File: src/rtl/spi_flash_pkg.sv
// Shared types and constants for the SPI-flash read engine.
package spi_flash_pkg;

  typedef enum logic [2:0] {
    StIdle,
    StCmd,
    StAddr,
    StData,
    StDone,
    StHold,
    StGap
  } main_state_e;

  typedef enum logic [1:0] {
    StIssue,
    StWaitLo,
    StWaitHi
  } byte_state_e;

  localparam logic [7:0]  CmdReadDefault = 8'h03;
  localparam logic [7:0]  DummyByte      = 8'h00;
  localparam logic [1:0]  LastAddrByte   = 2'd2;
  localparam logic [1:0]  LastDataByte   = 2'd3;
  localparam logic [23:0] LastWordAddr   = 24'hFFFFFC;

  // Address bytes go out MSB first.
  function automatic logic [7:0] addr_byte(logic [23:0] addr, logic [1:0] idx);
    case (idx)
      2'd0:    return addr[23:16];
      2'd1:    return addr[15:8];
      default: return addr[7:0];
    endcase
  endfunction

endpackage

File: src/rtl/spi_flash_reader_if.sv
// Bus-side request/response and SPI-controller signals of the flash read engine.
interface spi_flash_reader_if;
  logic        bus_valid;
  logic [23:0] bus_addr;
  logic        bus_ready;
  logic [31:0] bus_data;
  logic [7:0]  spi_tx;
  logic        spi_valid;
  logic        spi_ready;
  logic [7:0]  spi_rx;
  logic        spi_csn;

  // master: the read engine; slave: bus decoder plus SPI controller side.
  modport master (
    input  bus_valid, bus_addr, spi_ready, spi_rx,
    output bus_ready, bus_data, spi_tx, spi_valid, spi_csn
  );

  modport slave (
    output bus_valid, bus_addr, spi_ready, spi_rx,
    input  bus_ready, bus_data, spi_tx, spi_valid, spi_csn
  );
endinterface

File: src/rtl/spi_byte_xfer.sv
// One-byte handshake with the byte-wide SPI controller: issue, wait busy, wait idle.
module spi_byte_xfer
  import spi_flash_pkg::*;
(
  input  logic       clk,
  input  logic       reset,
  input  logic       start,
  input  logic [7:0] tx,
  input  logic       spi_ready,
  input  logic [7:0] spi_rx,
  output logic       spi_valid,
  output logic [7:0] spi_tx,
  output logic       done,
  output logic [7:0] rx
);

  byte_state_e state_q, state_d;
  logic [7:0]  tx_q;
  logic        fire;

  assign fire = (state_q == StIssue) && start && spi_ready;

  always_ff @(posedge clk) begin
    if (!reset) begin
      state_q <= StIssue;
    end else begin
      state_q <= state_d;
    end
  end

  always_ff @(posedge clk) begin
    if (!reset) begin
      tx_q <= 8'h00;
    end else if (fire) begin
      tx_q <= tx;
    end
  end

  always_comb begin
    state_d = state_q;
    unique case (state_q)
      StIssue:  if (fire) state_d = StWaitLo;
      StWaitLo: if (!spi_ready) state_d = StWaitHi;
      StWaitHi: if (spi_ready) state_d = StIssue;
      default:  state_d = StIssue;
    endcase
  end

  // Before the start pulse the live byte is shown so it is already stable at spi_valid.
  always_comb begin
    spi_valid = fire;
    spi_tx    = (state_q == StIssue) ? tx : tx_q;
    done      = (state_q == StWaitHi) && spi_ready;
    rx        = spi_rx;
  end

endmodule

File: src/rtl/spi_flash_reader.sv
// Turns 32-bit bus reads into SPI-flash READ transactions, streaming sequential words.
module spi_flash_reader
  import spi_flash_pkg::*;
#(
  parameter logic [7:0]  CMD_READ    = CmdReadDefault,
  parameter int unsigned CS_GAP      = 2,
  parameter int unsigned HOLD_CYCLES = 16
) (
  input logic               clk,
  input logic               reset,
  spi_flash_reader_if.master bus
);

  localparam int unsigned HoldW = (HOLD_CYCLES > 1) ? $clog2(HOLD_CYCLES) : 1;
  localparam int unsigned GapW  = (CS_GAP > 1) ? $clog2(CS_GAP) : 1;
  localparam logic [HoldW-1:0] HoldLast = HoldW'(HOLD_CYCLES - 1);
  localparam logic [GapW-1:0]  GapLast  = GapW'(CS_GAP - 1);

  main_state_e      state_q, state_d;
  logic [23:0]      addr_q, next_q;
  logic             next_ok_q;
  logic [1:0]       cnt_q;
  logic [HoldW-1:0] hold_q;
  logic [GapW-1:0]  gap_q;
  logic [23:0]      shift_q;
  logic [31:0]      data_q;

  logic        start, done, seq_hit, csn, ready;
  logic [7:0]  tx_byte, rx_byte;
  logic [23:0] req_addr;
  logic        unused_addr_bits;

  assign req_addr         = {bus.bus_addr[23:2], 2'b00};
  assign unused_addr_bits = ^bus.bus_addr[1:0];
  // A wrapped next address is never sequential, so it always forces a fresh command.
  assign seq_hit          = bus.bus_valid && next_ok_q && (req_addr == next_q);

  spi_byte_xfer u_byte_xfer (
    .clk       (clk),
    .reset     (reset),
    .start     (start),
    .tx        (tx_byte),
    .spi_ready (bus.spi_ready),
    .spi_rx    (bus.spi_rx),
    .spi_valid (bus.spi_valid),
    .spi_tx    (bus.spi_tx),
    .done      (done),
    .rx        (rx_byte)
  );

  always_ff @(posedge clk) begin
    if (!reset) begin
      state_q <= StIdle;
    end else begin
      state_q <= state_d;
    end
  end

  always_comb begin
    state_d = state_q;
    unique case (state_q)
      StIdle: if (bus.bus_valid) state_d = StCmd;
      StCmd:  if (done) state_d = StAddr;
      StAddr: if (done && cnt_q == LastAddrByte) state_d = StData;
      StData: if (done && cnt_q == LastDataByte) state_d = StDone;
      StDone: state_d = (HOLD_CYCLES == 0) ? StGap : StHold;
      StHold: begin
        // A request in the timeout cycle wins over the timeout.
        if (bus.bus_valid) begin
          state_d = seq_hit ? StData : StGap;
        end else if (hold_q == HoldLast) begin
          state_d = StGap;
        end
      end
      StGap:   if (gap_q == GapLast) state_d = StIdle;
      default: state_d = StIdle;
    endcase
  end

  always_comb begin
    start   = 1'b0;
    tx_byte = 8'h00;
    csn     = 1'b1;
    ready   = 1'b0;
    unique case (state_q)
      StCmd: begin
        start   = 1'b1;
        tx_byte = CMD_READ;
        csn     = 1'b0;
      end
      StAddr: begin
        start   = 1'b1;
        tx_byte = addr_byte(addr_q, cnt_q);
        csn     = 1'b0;
      end
      StData: begin
        start   = 1'b1;
        tx_byte = DummyByte;
        csn     = 1'b0;
      end
      StDone: begin
        csn   = 1'b0;
        ready = bus.bus_valid;
      end
      StHold:  csn = 1'b0;
      default: ;
    endcase
  end

  assign bus.spi_csn   = csn;
  assign bus.bus_ready = ready;
  assign bus.bus_data  = data_q;

  always_ff @(posedge clk) begin
    if (!reset) begin
      addr_q    <= 24'h0;
      next_q    <= 24'h0;
      next_ok_q <= 1'b0;
      cnt_q     <= 2'd0;
      hold_q    <= '0;
      gap_q     <= '0;
      shift_q   <= 24'h0;
      data_q    <= 32'h0;
    end else begin
      case (state_q)
        StIdle: begin
          if (bus.bus_valid) addr_q <= req_addr;
          cnt_q <= 2'd0;
        end
        StAddr: begin
          if (done) cnt_q <= (cnt_q == LastAddrByte) ? 2'd0 : cnt_q + 2'd1;
        end
        StData: begin
          if (done) begin
            shift_q <= {rx_byte, shift_q[23:8]};
            cnt_q   <= cnt_q + 2'd1;
            if (cnt_q == LastDataByte) data_q <= {rx_byte, shift_q};
          end
        end
        StDone: begin
          next_q    <= addr_q + 24'd4;
          next_ok_q <= (addr_q != LastWordAddr);
          hold_q    <= '0;
          gap_q     <= '0;
        end
        StHold: begin
          hold_q <= hold_q + 1'b1;
          gap_q  <= '0;
          if (seq_hit) addr_q <= next_q;
        end
        StGap:   gap_q <= gap_q + 1'b1;
        default: ;
      endcase
    end
  end

endmodule
File: src/flat_wrapper.sv
// flat-port wrapper written by rule: the top's interface ports become plain ports
module spi_flash_reader_flat import spi_flash_pkg::*;
#(
  parameter logic [7:0]  CMD_READ    = CmdReadDefault,
  parameter int unsigned CS_GAP      = 2,
  parameter int unsigned HOLD_CYCLES = 16
)
  (clk, reset, bus_bus_valid, bus_bus_addr, bus_spi_ready, bus_spi_rx, bus_bus_ready, bus_bus_data, bus_spi_tx, bus_spi_valid, bus_spi_csn);
  spi_flash_reader_if bus_i ();
  input logic clk;
  input logic reset;
  input wire logic [$bits(bus_i.bus_valid)-1:0] bus_bus_valid;
  input wire logic [$bits(bus_i.bus_addr)-1:0] bus_bus_addr;
  input wire logic [$bits(bus_i.spi_ready)-1:0] bus_spi_ready;
  input wire logic [$bits(bus_i.spi_rx)-1:0] bus_spi_rx;
  output wire logic [$bits(bus_i.bus_ready)-1:0] bus_bus_ready;
  output wire logic [$bits(bus_i.bus_data)-1:0] bus_bus_data;
  output wire logic [$bits(bus_i.spi_tx)-1:0] bus_spi_tx;
  output wire logic [$bits(bus_i.spi_valid)-1:0] bus_spi_valid;
  output wire logic [$bits(bus_i.spi_csn)-1:0] bus_spi_csn;
  assign bus_i.bus_valid = bus_bus_valid;
  assign bus_i.bus_addr = bus_bus_addr;
  assign bus_i.spi_ready = bus_spi_ready;
  assign bus_i.spi_rx = bus_spi_rx;
  assign bus_bus_ready = bus_i.bus_ready;
  assign bus_bus_data = bus_i.bus_data;
  assign bus_spi_tx = bus_i.spi_tx;
  assign bus_spi_valid = bus_i.spi_valid;
  assign bus_spi_csn = bus_i.spi_csn;
  spi_flash_reader #(.CMD_READ(CMD_READ), .CS_GAP(CS_GAP), .HOLD_CYCLES(HOLD_CYCLES)) u_core (.clk(clk), .reset(reset), .bus(bus_i));
endmodule
File: config.mk
export PLATFORM = sky130hd
export DESIGN_NAME = spi_flash_reader_flat
export DESIGN_NICKNAME = d
export VERILOG_FILES = /design/src/rtl/spi_flash_pkg.sv /design/src/rtl/spi_flash_reader_if.sv /design/src/rtl/spi_byte_xfer.sv /design/src/rtl/spi_flash_reader.sv /design/src/flat_wrapper.sv
export SDC_FILE = /design/constraint.sdc
export NUM_CORES = 1
export LEC_CHECK = 0
export ABC_AREA = 0
export CAP_MARGIN = 20
export CORE_MARGIN = 1.5
export CORE_UTILIZATION = 55
export DETAILED_ROUTE_END_ITERATION = 8
export GPL_ROUTABILITY_DRIVEN = 0
export PLACE_DENSITY = 0.83
export SETUP_SLACK_MARGIN = 0.3
export SYNTH_ARGS = -nofsm -noshare
export SYNTH_HDL_FRONTEND = slang
export SYNTH_SLANG_ARGS = --single-unit
File: constraint.sdc
create_clock -name clk -period 2.5 [get_ports clk]
set_input_delay 0.375 -clock clk [delete_from_list [all_inputs] [get_ports clk]]
set_output_delay 0.375 -clock clk [all_outputs]
set_load 0.1 [all_outputs]
# Word-level counts from Yosys, hierarchy flattened
# Index checks and enable logic that the tools add are counted.
# op_classes
addsub	4
n_eq_ne	26
mux	28
reduce_logical	23
# op_table
op	count
$mux 24	2
$pmux 24 s2	1
$pmux 8 s2	2
$add 24x3->24 const B	1
$eq 24x24->1	1
$mux 3	8
$ne 24x24->1 const B	1
$pmux 3 s7	1
$ne 2x1->1 const B	7
$mux 2	6
$pmux 2 s3	2
$reduce_and 3->1	4
$eq 3x3->1 const B	3
$mux 8	1
$ne 2x2->1 const B	4
$pmux 4 s2	1
$logic_and 1x1->1	7
$eq 2x2->1 const B	3
$eq 3x2->1 const B	2
$reduce_and 6->1	1
$reduce_bool 2->1	3
$reduce_or 5->1	1
$add 4x1->4 const B	1
$eq 2x1->1 const B	2
other kinds (13)	16
# word_totals
register_bits	125
inputBits	36
out_inout_bits	43
wordCells	92

# Logic depth before layout (Yosys ltp)
# logic_depth
ltp_word	7
depth_mapped	9
mapped_depth_nobuf	8

# Cells and area by module
# From an unflattened synthesis, not the netlist that was laid out.
# hier_totals
hier_cells	726
hier_area_um2	5993.2
# modules_own_cells
mod	n_inst	cells_each	area_each_um2	seq_area_each_um2
spi_flash_reader	1	666	5421.4	2302.2
spi_byte_xfer	1	60	571.8	200.2

# Worst setup path before layout
# No wires, ideal clock.
# synth_path
path_kind	reg2out
from	reg u_core.cnt_q[0]
to	out bus_spi_tx[0]
t_arrival_ps	2262
t_required_ps	2125
path_slack_ps	-137
stages_incl_launch_ff	10
path_buffers	1
cell_sequence	dfxtp_1 -> inv_1 -> ha_1 -> clkbuf_1 -> nor2_1 -> nand2_1 -> a21o_1 -> a21oi_1 -> nand2_1 -> nand2_1
# synth_via
elab_chain_cells	4
elab_cells_between_ends	5
classes_between	eq/ne (1); mux (3); reduce/logical (1)
# synth_lines
element	line	rtl
start: declaration	spi_flash_reader.sv:22	logic [1:0] cnt_q;
start signal: assignment	spi_flash_reader.sv:131	if (done) cnt_q <= (cnt_q == LastAddrByte) ? 2'd0 : cnt_q + 2'd1;
start signal: assignment	spi_flash_reader.sv:136	cnt_q <= cnt_q + 2'd1;
$eq 2x1->1 or $logic_not 2->1 (tied branches)	spi_flash_pkg.sv:28	case (idx)
$pmux 8 s2 *	spi_flash_pkg.sv:28	
$pmux 8 s2 *	spi_flash_reader.sv:85	unique case (state_q)
$mux 8 *	spi_byte_xfer.sv:52	spi_tx = (state_q == StIssue) ? tx : tx_q;
end: declaration	flat_wrapper.sv:18	output wire logic [$bits(bus_i.spi_tx)-1:0] bus_spi_tx;
# Every way passes the cells marked *; elsewhere a longest branch is shown, timed or not.

# Worst setup path in the final report
# layout_path
from	reg u_core.cnt_q[1]
to	out bus_spi_tx[1]
# The elaborated chain is that of the path after synthesis.

==> metrics.cfg <==
[worst_setup_path]
crit_family=compound AO/OA/AOI/OAI gates
slowest_delay_ns=0.36
reg2regPathDepth=7
cp_data_required_time_ns=2.12
reg2reg_to=u_core.addr_q[8]
reg2reg_from=u_core.next_q[14]
path_cells=inv_6 -> ha_4 -> buf_8 -> a22oi_1 -> a21o_1 -> a21oi_2 -> nand2_2 -> nand2_4 -> buf_12
r2r_slack_ns=0.33
critPathBufInv=3
cp_slowest_cell=dfxtp_4
cp_data_arrival_time_ns=2.13
startpoint_type=flop
critPathCaptureType=output port
path_class=flop to output port
cp_max_fo=8

[synthesis]
synthCells=770
synth_area_per_cell_sq_um=7.65
synth-compound-area-share_pct=15.4
synthAdderAreaFrac_pct=1.49
ys_seq_elements=125
synth_edf_count=0
yosysSeqAreaShare_pct=42.5
synth_top_family_by_area=simple AND/OR/NAND/NOR gates
synth-main-ff-cell=dfxtp_1
synth-simple-area-share_pct=25.7
synth_mux_area_share_pct=4.95
syn_nets=813
synthArstFlopShare_pct=0
synthXorXnorAreaFrac_pct=5.80
ys_warn_count=0
synth.cell_area_sq_mm=0.00589
synthDistinctLibCells=47

[global_route]
grt_max_degree=68
grt_usage_pct=29.9
grt_antenna_before_repair=0
grt.overflow.total=0
first_global_vias=5522
grt_pass1_wl_um=26600

[detailed_routing]
drcViolationCount=0
highest_layer=met4
num_vias=5899
dr.first_iter.drc_count=641
ant_nets=0
wirelength_met1_um=6970
post_drt_wl_per_cell_um=17.0
routed_wl_um=17100
wl_met3_um=1390
drt-vias-per-instance=5.89
dr.pass1.iters=6
wl_met2_um=8240

[sta]
finalCritPeriodShare_pct=100
whs_ns=0.438
setup_viol=1
finalMaxSlewViolations=0
post-route-min-period_ns=2.50
rsz0062_at_grt=true
slew_headroom_pct=56.4
totalNegativeSetupSlack_ns=-0.00184
finClkSkew_ns=0.00774
fmax_mhz=400
hold_viol_final=0
fin_ws_ns=-0.00184
max_slew.worst_pin.slew_ns=0.654

[status]
violations=setup timing
outcome=finished with violations

[clock_tree]
htreeDepth=4
numCtsBuffers=17
cts_sinks=125
clk_latency_ns=0.54
tritoncts=done
clkTransAtPathRegs_ns=0.06
clock-root-buffer=clkbuf_8
cts_buffer_depth=2

[worst_hold_path]
hold_path.class=input port to flop
min-delay-start=bus_spi_rx[7]
hold_path_end=u_core.shift_q[23]
whs_path_depth=3

[placement]
hpwlAfterDp_um=10200
placed_area_sq_mm=0.00687
dp_cells=954
port_buffers=76
dpl_worst_slack_ns=-0.180

[power]
leakagePower_nw=3.07
vdd_drop_max_mv=0.758
power_density_mw_per_mm2=800
p_total_mw=6.26

[cells_and_area]
area_growth_pct=32.8
multi_input_area_sq_mm=0.00336
layout.nets=896
diodes=0
layout-drive-gt1-share_pct=19.7
num-fill-cells=688
mostFrequentLayoutCells=nand2_1 (245), dfxtp_1 (121), a21oi_1 (80)
layout_commonest_cell=nand2_1
register_area_sq_mm=0.00252
finalCoreUtilization_pct=75.4
stdcell_count=1002
fin_area_sq_mm=0.00782

[die]
fp-row-count=37
core_sq_mm=0.0104
die_y_um=107
pin_count=79
die_w_um=107
dieArea_sq_mm=0.0113
start_util_pct=56.8

[run]
drv_cap=0

## area by class of cell
class	count	area share [%]
Clock inverter	15	2.35
Inverter	9	0.528
Timing Repair Buffer	115	14.5
Multi-Input combinational cell	585	43.0
Tap cell	136	2.18
Sequential cell	125	32.2
Clock buffer	17	5.29
## where the power goes
part	internal [mW]	switching [mW]
Combinational	0.582	0.876
Sequential	2.09	0.186
Clock	1.53	0.994
## tightest hold or removal path, cell delays in order
cell and delay (ns):
clkdlybuf4s50_1 0.43, nand2_1 0.07, a21oi_1 0.05
## cell families after synthesis
family                     Yosys count
xor gates and xnor gates            39
DFF                                125
muxes                               29
adders and majority gates            7
AOI/OAI and AO/OA                  151
buffers and inverters               60
and+or+nand+nor                    359
## state kept, by name (all words and copies together), names as in the netlist, 3 cells and up
signal / flops
u_core.addr_q: 24
u_core.bus.bus_data: 32
u_core.hold_q: 4
u_core.next_q: 24
u_core.shift_q: 24
u_core.state_q: 3
u_core.u_byte_xfer.tx_q: 8
## routing by layer
metal	vias up	GRT usage, %
met4	0	11.1
met2	308	49.5
met3	67	7.48
met1	2765	37.7
li1	2759	-
met5	-	0
## cell usage after synthesis (all sizes together), types with 3 or more instances
master | instances | area, sq um
dfxtp | 125 | 2500
a211oi | 24 | 180
inv | 9 | 33.8
nor3 | 8 | 45.0
clkbuf | 41 | 154
a21o | 10 | 75.1
nand2 | 255 | 957
nand2b | 3 | 18.8
a22oi | 9 | 72.6
a21oi | 82 | 410
mux2i | 28 | 280
and3 | 6 | 37.5
ha | 7 | 87.6
a311oi | 5 | 43.8
or3 | 4 | 26.3
or2 | 3 | 18.8
buf | 10 | 61.3
nand3 | 13 | 65.1
nand4 | 6 | 52.6
xor2 | 28 | 245
xnor2 | 11 | 96.3
nor4 | 4 | 25.0
nor2 | 46 | 173
o21ai | 14 | 70.1
## worst max-delay path by stage
stage / startpoint / end / slack [ns] / cells past startpoint
after floorplan: u_core.cnt_q[0] / bus_spi_tx[4] / 0.31 / 7
after global placement: bus_bus_addr[14] / u_core.addr_q[23] / -0.05 / 8
after detailed placement: bus_bus_addr[14] / u_core.addr_q[13] / -0.18 / 8
after CTS: u_core.cnt_q[1] / bus_spi_tx[0] / 0.04 / 9
after global routing: u_core.cnt_q[1] / bus_spi_tx[1] / -0.07 / 9
final: u_core.cnt_q[1] / bus_spi_tx[1] / -0.002 / 9
## what timing repair did
action,CTS,global route
pin swaps,16,8
hold buffers,0,0
resized for setup,37,24
buffers inserted,13,3
setup endpoints to repair,11,28
(Power assumes the default switching activity.)
